--- src/rtl/alu_seq_muldiv_pkg.sv ---
// Shared definitions for the multiply/divide sequencer that drives the
// LEGv8 ALU: function-select codes, status-bit indices, the FSM state
// encoding and the operation select values.
package alu_seq_muldiv_pkg;

  // ALU function select codes (B inversion lives in FS[1])
  localparam logic [4:0] FS_AND = 5'b00000;
  localparam logic [4:0] FS_ADD = 5'b01000;
  localparam logic [4:0] FS_SUB = 5'b01010;
  localparam logic [4:0] FS_LSL = 5'b10000;

  // Bit positions inside the ALU status word {V,C,N,Z}
  localparam int ST_Z = 0;
  localparam int ST_N = 1;
  localparam int ST_C = 2;
  localparam int ST_V = 3;

  // Operation select on the op port
  localparam logic OP_MUL  = 1'b0;
  localparam logic OP_UDIV = 1'b1;

  typedef enum logic [2:0] {
    S_IDLE     = 3'd0,
    S_MUL_ADD  = 3'd1,
    S_MUL_SHL  = 3'd2,
    S_DIV_STEP = 3'd3,
    S_DONE     = 3'd4
  } state_t;

endpackage

--- src/rtl/alu_seq_muldiv.sv ---
// Multi-cycle MUL / UDIV sequencer. It owns no arithmetic of its own
// beyond a local shift: every add, subtract and left shift is issued to an
// external 64-bit LEGv8 ALU through alu_A/alu_B/alu_FS/alu_C0, and the
// combinational answer (alu_F, alu_status) is latched back the same cycle.
//
// Ports
//   clock, reset        rising-edge clock, synchronous active-high reset
//   start, op           request pulse (accepted only in IDLE), 0=MUL 1=UDIV
//   opa, opb            multiplicand/dividend, multiplier/divisor
//   busy, done          busy from the cycle after acceptance through done;
//                       done is a one-cycle pulse
//   result_lo/hi        product (hi=0) or quotient/remainder, held after done
//   div_by_zero         UDIV with opb==0, valid with done
//   alu_A/B/FS/C0       ALU operand and function drive
//   alu_F, alu_status   ALU result and {V,C,N,Z} flags
module alu_seq_muldiv
  import alu_seq_muldiv_pkg::*;
#(
  parameter int WIDTH = 64,
  parameter int CNT_W = 6
) (
  input  logic             clock,
  input  logic             reset,
  input  logic             start,
  input  logic             op,
  input  logic [WIDTH-1:0] opa,
  input  logic [WIDTH-1:0] opb,
  output logic             busy,
  output logic             done,
  output logic [WIDTH-1:0] result_lo,
  output logic [WIDTH-1:0] result_hi,
  output logic             div_by_zero,
  output logic [WIDTH-1:0] alu_A,
  output logic [WIDTH-1:0] alu_B,
  output logic [4:0]       alu_FS,
  output logic             alu_C0,
  input  logic [WIDTH-1:0] alu_F,
  input  logic [3:0]       alu_status
);

  state_t state, state_nxt;

  // Multiply datapath: running sum, shifted multiplicand, remaining multiplier
  logic [WIDTH-1:0] acc, mcand, mplier;
  // Divide datapath: partial remainder, quotient/dividend shift reg, divisor
  logic [WIDTH-1:0] rem, quo, dvs;
  logic [CNT_W-1:0] cnt;

  logic [WIDTH-1:0] mplier_shr;
  logic [WIDTH-1:0] div_t, rem_nxt, quo_nxt;
  logic             div_ge, div_last;
  logic             status_unused;

  assign mplier_shr = mplier >> 1;

  // Restoring division: shift the next dividend bit into the remainder and
  // try to subtract. Carry out of A + ~B + 1 means no borrow, i.e. t >= D.
  // The dividend's top bit feeds t while quo fills from the bottom.
  assign div_t    = {rem[WIDTH-2:0], quo[WIDTH-1]};
  assign div_ge   = alu_status[ST_C];
  assign rem_nxt  = div_ge ? alu_F : div_t;
  assign quo_nxt  = {quo[WIDTH-2:0], div_ge};
  assign div_last = (cnt == CNT_W'(WIDTH - 1));

  // Only the carry flag matters to this sequencer
  assign status_unused = ^{alu_status[ST_V], alu_status[ST_N], alu_status[ST_Z]};

  // ---------------------------------------------------------------- state reg
  always_ff @(posedge clock) begin
    if (reset) state <= S_IDLE;
    else       state <= state_nxt;
  end

  // --------------------------------------------------------------- next state
  always_comb begin
    state_nxt = state;
    case (state)
      S_IDLE: begin
        if (start) begin
          if (opb == '0)        state_nxt = S_DONE;
          else if (op == OP_MUL) state_nxt = opb[0] ? S_MUL_ADD : S_MUL_SHL;
          else                   state_nxt = S_DIV_STEP;
        end
      end
      S_MUL_ADD: state_nxt = S_MUL_SHL;
      S_MUL_SHL: begin
        // Stop at the last set multiplier bit instead of walking all 64
        if (mplier_shr == '0)  state_nxt = S_DONE;
        else if (mplier_shr[0]) state_nxt = S_MUL_ADD;
        else                    state_nxt = S_MUL_SHL;
      end
      S_DIV_STEP: state_nxt = div_last ? S_DONE : S_DIV_STEP;
      S_DONE:     state_nxt = S_IDLE;
      default:    state_nxt = S_IDLE;
    endcase
  end

  // ------------------------------------------------------------------ outputs
  always_comb begin
    alu_A  = '0;
    alu_B  = '0;
    alu_FS = FS_AND;
    alu_C0 = 1'b0;
    busy   = (state != S_IDLE);
    done   = (state == S_DONE);
    case (state)
      S_MUL_ADD: begin
        alu_A  = acc;
        alu_B  = mcand;
        alu_FS = FS_ADD;
      end
      S_MUL_SHL: begin
        alu_A  = mcand;
        alu_B  = WIDTH'(1);
        alu_FS = FS_LSL;
      end
      S_DIV_STEP: begin
        alu_A  = div_t;
        alu_B  = dvs;
        alu_FS = FS_SUB;
        alu_C0 = 1'b1;
      end
      default: ;
    endcase
  end

  // ----------------------------------------------------------------- datapath
  // alu_F is only sampled in the working states; IDLE and DONE never
  // touch the ALU result.
  always_ff @(posedge clock) begin
    if (reset) begin
      acc         <= '0;
      mcand       <= '0;
      mplier      <= '0;
      rem         <= '0;
      quo         <= '0;
      dvs         <= '0;
      cnt         <= '0;
      result_lo   <= '0;
      result_hi   <= '0;
      div_by_zero <= 1'b0;
    end else begin
      case (state)
        S_IDLE: begin
          if (start) begin
            div_by_zero <= 1'b0;
            if (op == OP_MUL) begin
              acc    <= '0;
              mcand  <= opa;
              mplier <= opb;
              if (opb == '0) begin
                result_lo <= '0;
                result_hi <= '0;
              end
            end else if (opb == '0) begin
              result_lo   <= '0;
              result_hi   <= opa;
              div_by_zero <= 1'b1;
            end else begin
              rem <= '0;
              quo <= opa;
              dvs <= opb;
              cnt <= '0;
            end
          end
        end
        S_MUL_ADD: acc <= alu_F;
        S_MUL_SHL: begin
          mcand  <= alu_F;
          mplier <= mplier_shr;
          // acc is final once no multiplier bits remain
          if (mplier_shr == '0) begin
            result_lo <= acc;
            result_hi <= '0;
          end
        end
        S_DIV_STEP: begin
          rem <= rem_nxt;
          quo <= quo_nxt;
          cnt <= cnt + CNT_W'(1);
          if (div_last) begin
            result_lo <= quo_nxt;
            result_hi <= rem_nxt;
          end
        end
        default: ;
      endcase
    end
  end

endmodule

--- config.mk ---
export PLATFORM = sky130hd
export DESIGN_NAME = alu_seq_muldiv
export DESIGN_NICKNAME = d
export VERILOG_FILES = /design/src/rtl/alu_seq_muldiv_pkg.sv /design/src/rtl/alu_seq_muldiv.sv
export SDC_FILE = /design/constraint.sdc
export NUM_CORES = 1
export LEC_CHECK = 0
export CAP_MARGIN = 40
export CORE_ASPECT_RATIO = 1.1
export CORE_MARGIN = 5
export CORE_UTILIZATION = 40
export DETAILED_ROUTE_END_ITERATION = 16
export GPL_TIMING_DRIVEN = 0
export PLACE_DENSITY = 0.66
export SYNTH_ARGS = -nofsm -noshare
export SYNTH_HDL_FRONTEND = slang
export SYNTH_SLANG_ARGS = --single-unit
export TNS_END_PERCENT = 50
--- constraint.sdc ---
create_clock -name clock -period 2.6 [get_ports clock]
set_clock_uncertainty 0.05 [all_clocks]
set_input_delay 0.65 -clock clock [delete_from_list [all_inputs] [get_ports clock]]
set_output_delay 0.65 -clock clock [all_outputs]
set_load 0.01 [all_outputs]
==> flow_metrics.tcl, run 1 <==
set metrics [dict create \
    outcome "finished with violations" \
    failing_checks "setup timing" \
    crit_arrival_ns 2.19 \
    via_density 6.03 \
    area_share_of_fa_ha_maj_cells_after_synthesis_pct 0.0508 \
    cp.buffers_inverters 4 \
    timing.fmax_mhz 345 \
    design_power_total_mw 49.7 \
    grt_use_total_pct 34.5 \
    antenna_found_initial 11 \
    power.ir.vdd_worst_mv 0.585 \
    cp_cell_sequence "clkbuf_16, buf_4, buf_6, mux2_2, a21oi_2, nor2_2, buf_2" \
    drv.max_cap_violation_count 0 \
    rows 95 \
    combined_area_of_the_multi_input_logic_cells_um2 15400 \
    design.portCount 465 \
    cts-buffers-inserted 56 \
    cts_htree_levels 2 \
    area.growth.synth_to_final_pct 53.0 \
    routed_wire_length_um 125000 \
    vias_in_the_first_global_route 26482 \
    grt_start_max_net_pins 14 \
    wire_length_of_the_first_global_routing_pass_um 175000 \
    dp_slack_ns -1.65 \
    instances_no_fill 4645 \
    num_vias 28020 \
    fin_tns_setup_ns -44.48 \
    design.die.area_um2 66700 \
    tritoncts_num_sinks 520 \
    final_slew_viol_count 0 \
    die_width_um 247 \
    worst_ep_required_time_ns 1.90 \
    synth.yosys.seq_area_share_pct 42.2 \
    clkTransAtPathRegs_ns 0.06 \
    postRouteAntennaNets 0 \
    synth_area_um2 24700 \
    setup-violations-final 313 \
    clock_tree_from_tritoncts "done" \
    detail_route.drc_violations 0 \
    async_flop_share_pct 0 \
    synth_cell_types 39 \
    criticalPathCategory "reg2out" \
    synth_top_family_by_area "compound AO/OA/AOI/OAI gates" \
    post_synth.cell_area_avg_um2 7.94 \
    cts.hold.buffers_added 0 \
    postSynth.topFlopCell "sky130_fd_sc_hd__dfxtp_1" \
    critical_path.slowest_cell "sky130_fd_sc_hd__dfxtp_4" \
    power-per-cell-area_nw_per_um2 1320 \
    worst_r2r_startpoint "mplier[13]$_SDFFE_PP0P_" \
    worstSkewPairLatency_ns 0.64 \
    ys_top_cells_by_area "sky130_fd_sc_hd__dfxtp_1, sky130_fd_sc_hd__nor2_1, sky130_fd_sc_hd__a21oi_1" \
    leakage_nw 14.2 \
    synth.area.mux_share_pct 8.12 \
    critical_path.top_delay_family "buffers and inverters" \
    finalWorstPathRequiredPeriod_ns 2.89 \
    critPathLaunch "state[0]$_SDFFE_PP0N_" \
    core-area_um2 61100 \
    num-nets-final 3967 \
    post_synth_simple_gate_area_pct 21.3 \
    io_buffers 457 \
    setup_slack_ns -0.294 \
    rsz_0062_raised_after_global_routing "true" \
    synth_enable_flop_cells 0 \
    drive_gt1_share_pct 28.9 \
    hpwlAfterDp_um 89200 \
    netlist.area_leader.share_pct 42.2 \
    finalHoldViolCount 0 \
    worstPathMaxFanout 6 \
    setup.worst_path.end_class "output pin" \
    worst_hold_path_type "in2reg" \
    post-place-cells 4403 \
    dr.first_iter.drc_count 3054 \
    synth.ff_latch_count 520 \
    drt_first_pass_iters 9 \
    sequential_cell_area_in_the_final_layout_um2 10400 \
    die_height_um 270 \
    tightestPinTransition_ns 1.03 \
    yosys.area.top_type "sky130_fd_sc_hd__dfxtp_1" \
    cts.path.max_buffers 3 \
    wl_per_cell_um 26.9 \
    yosysWarnings 0 \
    post_synth_xor_area_fraction_pct 0.178 \
    clock-root-buffer "sky130_fd_sc_hd__clkbuf_16" \
    hp-start "opb[11]" \
    maxSlewHeadroom_pct 31.6 \
    crit_path_max_incr_delay_ns 0.42 \
    min_period_over_period_pct 111 \
    grt_overflow 0 \
    place_congestion 0.988 \
    cp-start-kind "flip-flop" \
    synth_compound_area_share_pct 22.3 \
    starting_density_of_the_core_pct 40.4 \
    final.fill_count 5228 \
    synth_cells 3106 \
]
[cell usage after synthesis (8+ instances only)]
cell type,instances
sky130_fd_sc_hd__a211oi_1,37
sky130_fd_sc_hd__a211oi_2,91
sky130_fd_sc_hd__a21oi_1,387
sky130_fd_sc_hd__a22oi_1,129
sky130_fd_sc_hd__a311oi_1,127
sky130_fd_sc_hd__buf_1,33
sky130_fd_sc_hd__buf_2,54
sky130_fd_sc_hd__buf_4,32
sky130_fd_sc_hd__buf_6,8
sky130_fd_sc_hd__clkbuf_1,182
sky130_fd_sc_hd__dfxtp_1,520
sky130_fd_sc_hd__mux2_2,64
sky130_fd_sc_hd__mux2i_1,128
sky130_fd_sc_hd__nand2_1,453
sky130_fd_sc_hd__nand4_1,10
sky130_fd_sc_hd__nor2_1,646
sky130_fd_sc_hd__nor3_1,72
sky130_fd_sc_hd__nor4_1,96
[layer usage]
layer | GRT usage [%] | vias to the layer above | wire length [um]
li1 | - | 12292 | -
met1 | 45.0 | 13355 | 47100
met2 | 53.8 | 1926 | 55100
met3 | 7.46 | 445 | 14400
met4 | 17.3 | 2 | 8240
met5 | 0 | - | 13
[flip-flops by register name, indices dropped and copies added, names as in the netlist, 6 cells and up]
register and cells:
result_lo 64, mcand 64, rem 63, mplier 63
cnt 6, dvs 64, acc 64, result_hi 64
quo 64
[worst min-delay path: stages]
cell,delay (ns)
sky130_fd_sc_hd__buf_2,0.13
sky130_fd_sc_hd__nand2_1,0.06
sky130_fd_sc_hd__a21oi_1,0.05
[timing repair]
action / 4_1_cts / 5_1_grt
buffers inserted: 65 / 42
cloned: 24 / 19
pin swaps: 117 / 168
endpoints found under the setup margin: 649 / 599
gates resized for setup: 1282 / 509
[cell type report]
| cell class | instances | area share (%) |
|---|---|---|
| diodes | 11 | 0.0730 |
| plain buffers | 295 | 6.44 |
| clock buffers | 88 | 4.65 |
| clock inverters | 14 | 0.408 |
| inverters | 5 | 0.0829 |
| multi-input cells | 2274 | 40.7 |
| flip-flops and latches | 520 | 27.6 |
| well taps | 824 | 2.73 |
| repair buffers | 614 | 17.2 |
[through the flow]
stage	util [%]	hold slack, ns	instance area [um2]
2_1_floorplan	-	0.386	24700
3_3_place_gp	49.5	0.391	30300
3_5_place_dp	49.8	0.397	30500
4_1_cts	58.0	0.265	35500
5_1_grt	61.7	0.273	37700
6_report	61.7	0.258	37700
[cells in the final DEF (no fill, tap or decap), types with 21 or more instances in the layout]
cell                              Yosys  routed
sky130_fd_sc_hd__nor2_1             646     522
sky130_fd_sc_hd__dfxtp_1            520     513
sky130_fd_sc_hd__nand2_1            453     409
sky130_fd_sc_hd__a21oi_1            387     320
sky130_fd_sc_hd__clkdlybuf4s50_1      0     260
sky130_fd_sc_hd__clkbuf_1           182     131
sky130_fd_sc_hd__a22oi_1            129     129
sky130_fd_sc_hd__a311oi_1           127     126
sky130_fd_sc_hd__buf_2               54     117
sky130_fd_sc_hd__a211oi_2            91     113
sky130_fd_sc_hd__buf_6                8     100
sky130_fd_sc_hd__clkbuf_16            0      89
sky130_fd_sc_hd__nor2_4               0      82
sky130_fd_sc_hd__mux2i_1            128      81
sky130_fd_sc_hd__buf_4               32      72
sky130_fd_sc_hd__nor4_1              96      66
sky130_fd_sc_hd__nor3_1              72      63
sky130_fd_sc_hd__buf_12               0      60
sky130_fd_sc_hd__a21oi_2              2      48
sky130_fd_sc_hd__nor2_2               0      42
sky130_fd_sc_hd__mux2i_4              0      36
sky130_fd_sc_hd__mux2_4               0      33
sky130_fd_sc_hd__nand2_4              0      32
sky130_fd_sc_hd__mux2_2              64      31
sky130_fd_sc_hd__clkbuf_2             0      28
sky130_fd_sc_hd__buf_8                0      26
sky130_fd_sc_hd__clkbuf_8             0      25
sky130_fd_sc_hd__a21oi_4              0      21
sky130_fd_sc_hd__nor4_2               0      21
[cells by family after synthesis]
| group | after synthesis |
|---|---|
| buf+inv | 314 |
| flops | 520 |
| compound gates | 780 |
| mux | 192 |
| fa+ha+maj | 1 |
| xor+xnor | 5 |
| simple gates | 1293 |
| other cells | 1 |
[where the power goes]
group | switching, mW | internal (mW) | total [mW]
logic | 15.2 | 12.7 | 27.9
registers | 2.80 | 10.5 | 13.4
clock network | 3.50 | 4.89 | 8.40
total | 21.5 | 28.1 | 49.7
[worst paths after layout]
path                                              endpoint  slack [ns]  cells after the start
worst max-delay path                             alu_A[43]       -0.29                      7
worst min-delay path                  dvs[11]$_SDFFE_PP0P_        0.26                      3
worst min register to register        dvs[56]$_SDFFE_PP0P_        0.40                      2
worst max register to register  result_lo[37]$_SDFFE_PP0P_       -0.19                     10
Note: power is estimated with default switching activity, not from simulation.
==> inputs of run 2 (changes only) <==
--- a/config.mk
+++ b/config.mk
@@ -12,6 +12,7 @@
 export DETAILED_ROUTE_END_ITERATION = 16
 export GPL_TIMING_DRIVEN = 0
 export PLACE_DENSITY = 0.66
+export SKIP_CTS_REPAIR_TIMING = 1
 export SYNTH_ARGS = -nofsm -noshare
 export SYNTH_HDL_FRONTEND = slang
 export SYNTH_SLANG_ARGS = --single-unit
==> constraint.sdc (replaced) <==
create_clock -name clock -period 2.6 [get_ports clock]
set_clock_uncertainty 0.05 [all_clocks]
set_input_delay 0.52 -clock clock [delete_from_list [all_inputs] [get_ports clock]]
set_output_delay 0.52 -clock clock [all_outputs]
set_load 0.01 [all_outputs]
==> flow_metrics.tcl, run 2 (synthesis gave the netlist of run 1 again) <==
set metrics [dict create \
    wl_per_cell_um 25.5 \
    grt_use_total_pct 32.6 \
    finish.instance_area_um2 34100 \
    die_width_um 247 \
    leading_cell_types_in_the_layout_fill_and_taps_excluded "sky130_fd_sc_hd__nor2_1, sky130_fd_sc_hd__dfxtp_1, sky130_fd_sc_hd__nand2_1, sky130_fd_sc_hd__a21oi_1, sky130_fd_sc_hd__clkdlybuf4s50_1" \
    via_density 5.88 \
    drive_gt1_share_pct 16.6 \
    instances_no_fill 4541 \
    vias_in_the_first_global_route 25105 \
    final_slew_viol_count 0 \
    fin_tns_setup_ns -61.93 \
    power-per-cell-area_nw_per_um2 1260 \
    cts_htree_levels 2 \
    drv.max_cap_violation_count 0 \
    cp_cell_sequence "buf_12, buf_4, mux2i_2, nor2_1, clkdlybuf4s50_1" \
    grt_start_max_net_pins 15 \
    finalWorstPathRequiredPeriod_ns 2.92 \
    crit_arrival_ns 2.35 \
    setup.reg_to_reg.worst_slack_ns -0.30 \
    core-area_um2 61100 \
    failing_checks "setup timing" \
    worstSkewPairLatency_ns 0.63 \
    wire_length_of_the_first_global_routing_pass_um 165000 \
    worstPathMaxFanout 10 \
    hpwlAfterDp_um 89500 \
    starting_density_of_the_core_pct 40.4 \
    crit_path_max_incr_delay_ns 0.48 \
    post-place-cells 4405 \
    clock-root-buffer "sky130_fd_sc_hd__clkbuf_16" \
    criticalPathCategory "reg2out" \
    finalHoldViolCount 0 \
    power.ir.vdd_worst_mv 0.580 \
    rsz_0062_raised_after_global_routing "true" \
    outcome "finished with violations" \
    io_buffers 457 \
    dp_slack_ns -1.71 \
    leakage_nw 14.1 \
    cts-buffers-inserted 57 \
    die_height_um 270 \
    rows 95 \
    setup-violations-final 501 \
    worst_hold_path_type "in2reg" \
    detailed_place.area_um2 30500 \
    design_power_total_mw 43.0 \
    grt_overflow 0 \
    place_congestion 0.971 \
    timing.fmax_mhz 342 \
    fraction_of_the_core_area_covered_by_cells_at_the_end_of_the_flow_pct 55.8 \
    setup_slack_ns -0.323 \
    num_vias 26681 \
    maxSlewHeadroom_pct 34.5 \
    clkTransAtPathRegs_ns 0.06 \
    routed_wire_length_um 116000 \
    area.growth.synth_to_final_pct 38.3 \
    drt_first_pass_iters 6 \
    cts.path.max_buffers 3 \
    detail_route.drc_violations 0 \
    design.portCount 465 \
    postRouteAntennaNets 0 \
    design.die.area_um2 66700 \
    setup.worst_path.end_class "output pin" \
    tightestPinTransition_ns 0.983 \
    clock_tree_from_tritoncts "done" \
    antenna_found_initial 9 \
    dr.first_iter.drc_count 3132 \
    worst_ep_required_time_ns 2.03 \
    cp-start-kind "flip-flop" \
    mostFrequentLayoutCell "sky130_fd_sc_hd__nor2_1" \
    tritoncts_num_sinks 520 \
    num-nets-final 3866 \
    fin_worst_hold_slack_ns 0.193 \
    critical_path.slowest_cell "sky130_fd_sc_hd__clkdlybuf4s50_1" \
    min_period_over_period_pct 112 \
]
## run 2: cell count changes in the layout (fill, tap and decap cells not counted), sizes merged
cell           previous run  this run
buf                     409       186
dlymetal6s2s              0       119
clkdlybuf4s50           260       312
clkdlybuf4s15            21         0
dlygate4sd2              19         0
clkbuf                  288       273
bufinv                    3         7
diode                    11         9
and2                      4         3
clkinvlp                  2         3
inv                       4         5
## run 2: layout make-up
type                            count  area (um2)
Tap cell                          824        1030
Fill cell                        5738       27000
Inverter                            5        32.5
Timing Repair Buffer              503        5230
Clock buffer                       82        1670
Multi-Input combinational cell   2273       13500
Clock inverter                     20         284
Buffer                            305        1850
Antenna cell                        9        22.5
Sequential cell                   520       10400
## run 2: final timing paths
check	startpoint	end	cells past startpoint
max	state[1]$_SDFFE_PP0N_	alu_B[47]	5
min	opb[62]	dvs[62]$_SDFFE_PP0P_	3
max reg2reg	state[0]$_SDFFE_PP0N_	mcand[53]$_SDFFE_PP0P_	8
min reg2reg	dvs[1]$_SDFFE_PP0P_	dvs[1]$_SDFFE_PP0P_	2
## run 2: worst max-delay path: cells and delay by family (launching register included)
family / cells / cell delay, ns
mux: 1 / 0.31
flops: 1 / 0.43
simple gates: 1 / 0.07
buf+inv: 3 / 0.90
## run 2: per-layer routing
layer,up-vias,wire length (um),global-route usage [%]
li1,12054,-,-
met1,12731,46200,43.9
met3,283,12800,6.87
met2,1611,51300,50.7
met5,-,13,0
met4,2,5530,13.7
## run 2: report_power, final
group	internal (mW)	switching [mW]	leakage (nW)
logic	8.56	12.7	8.88
clock network	5.13	3.47	0.963
registers	10.5	2.54	4.25
total	24.2	18.7	14.1
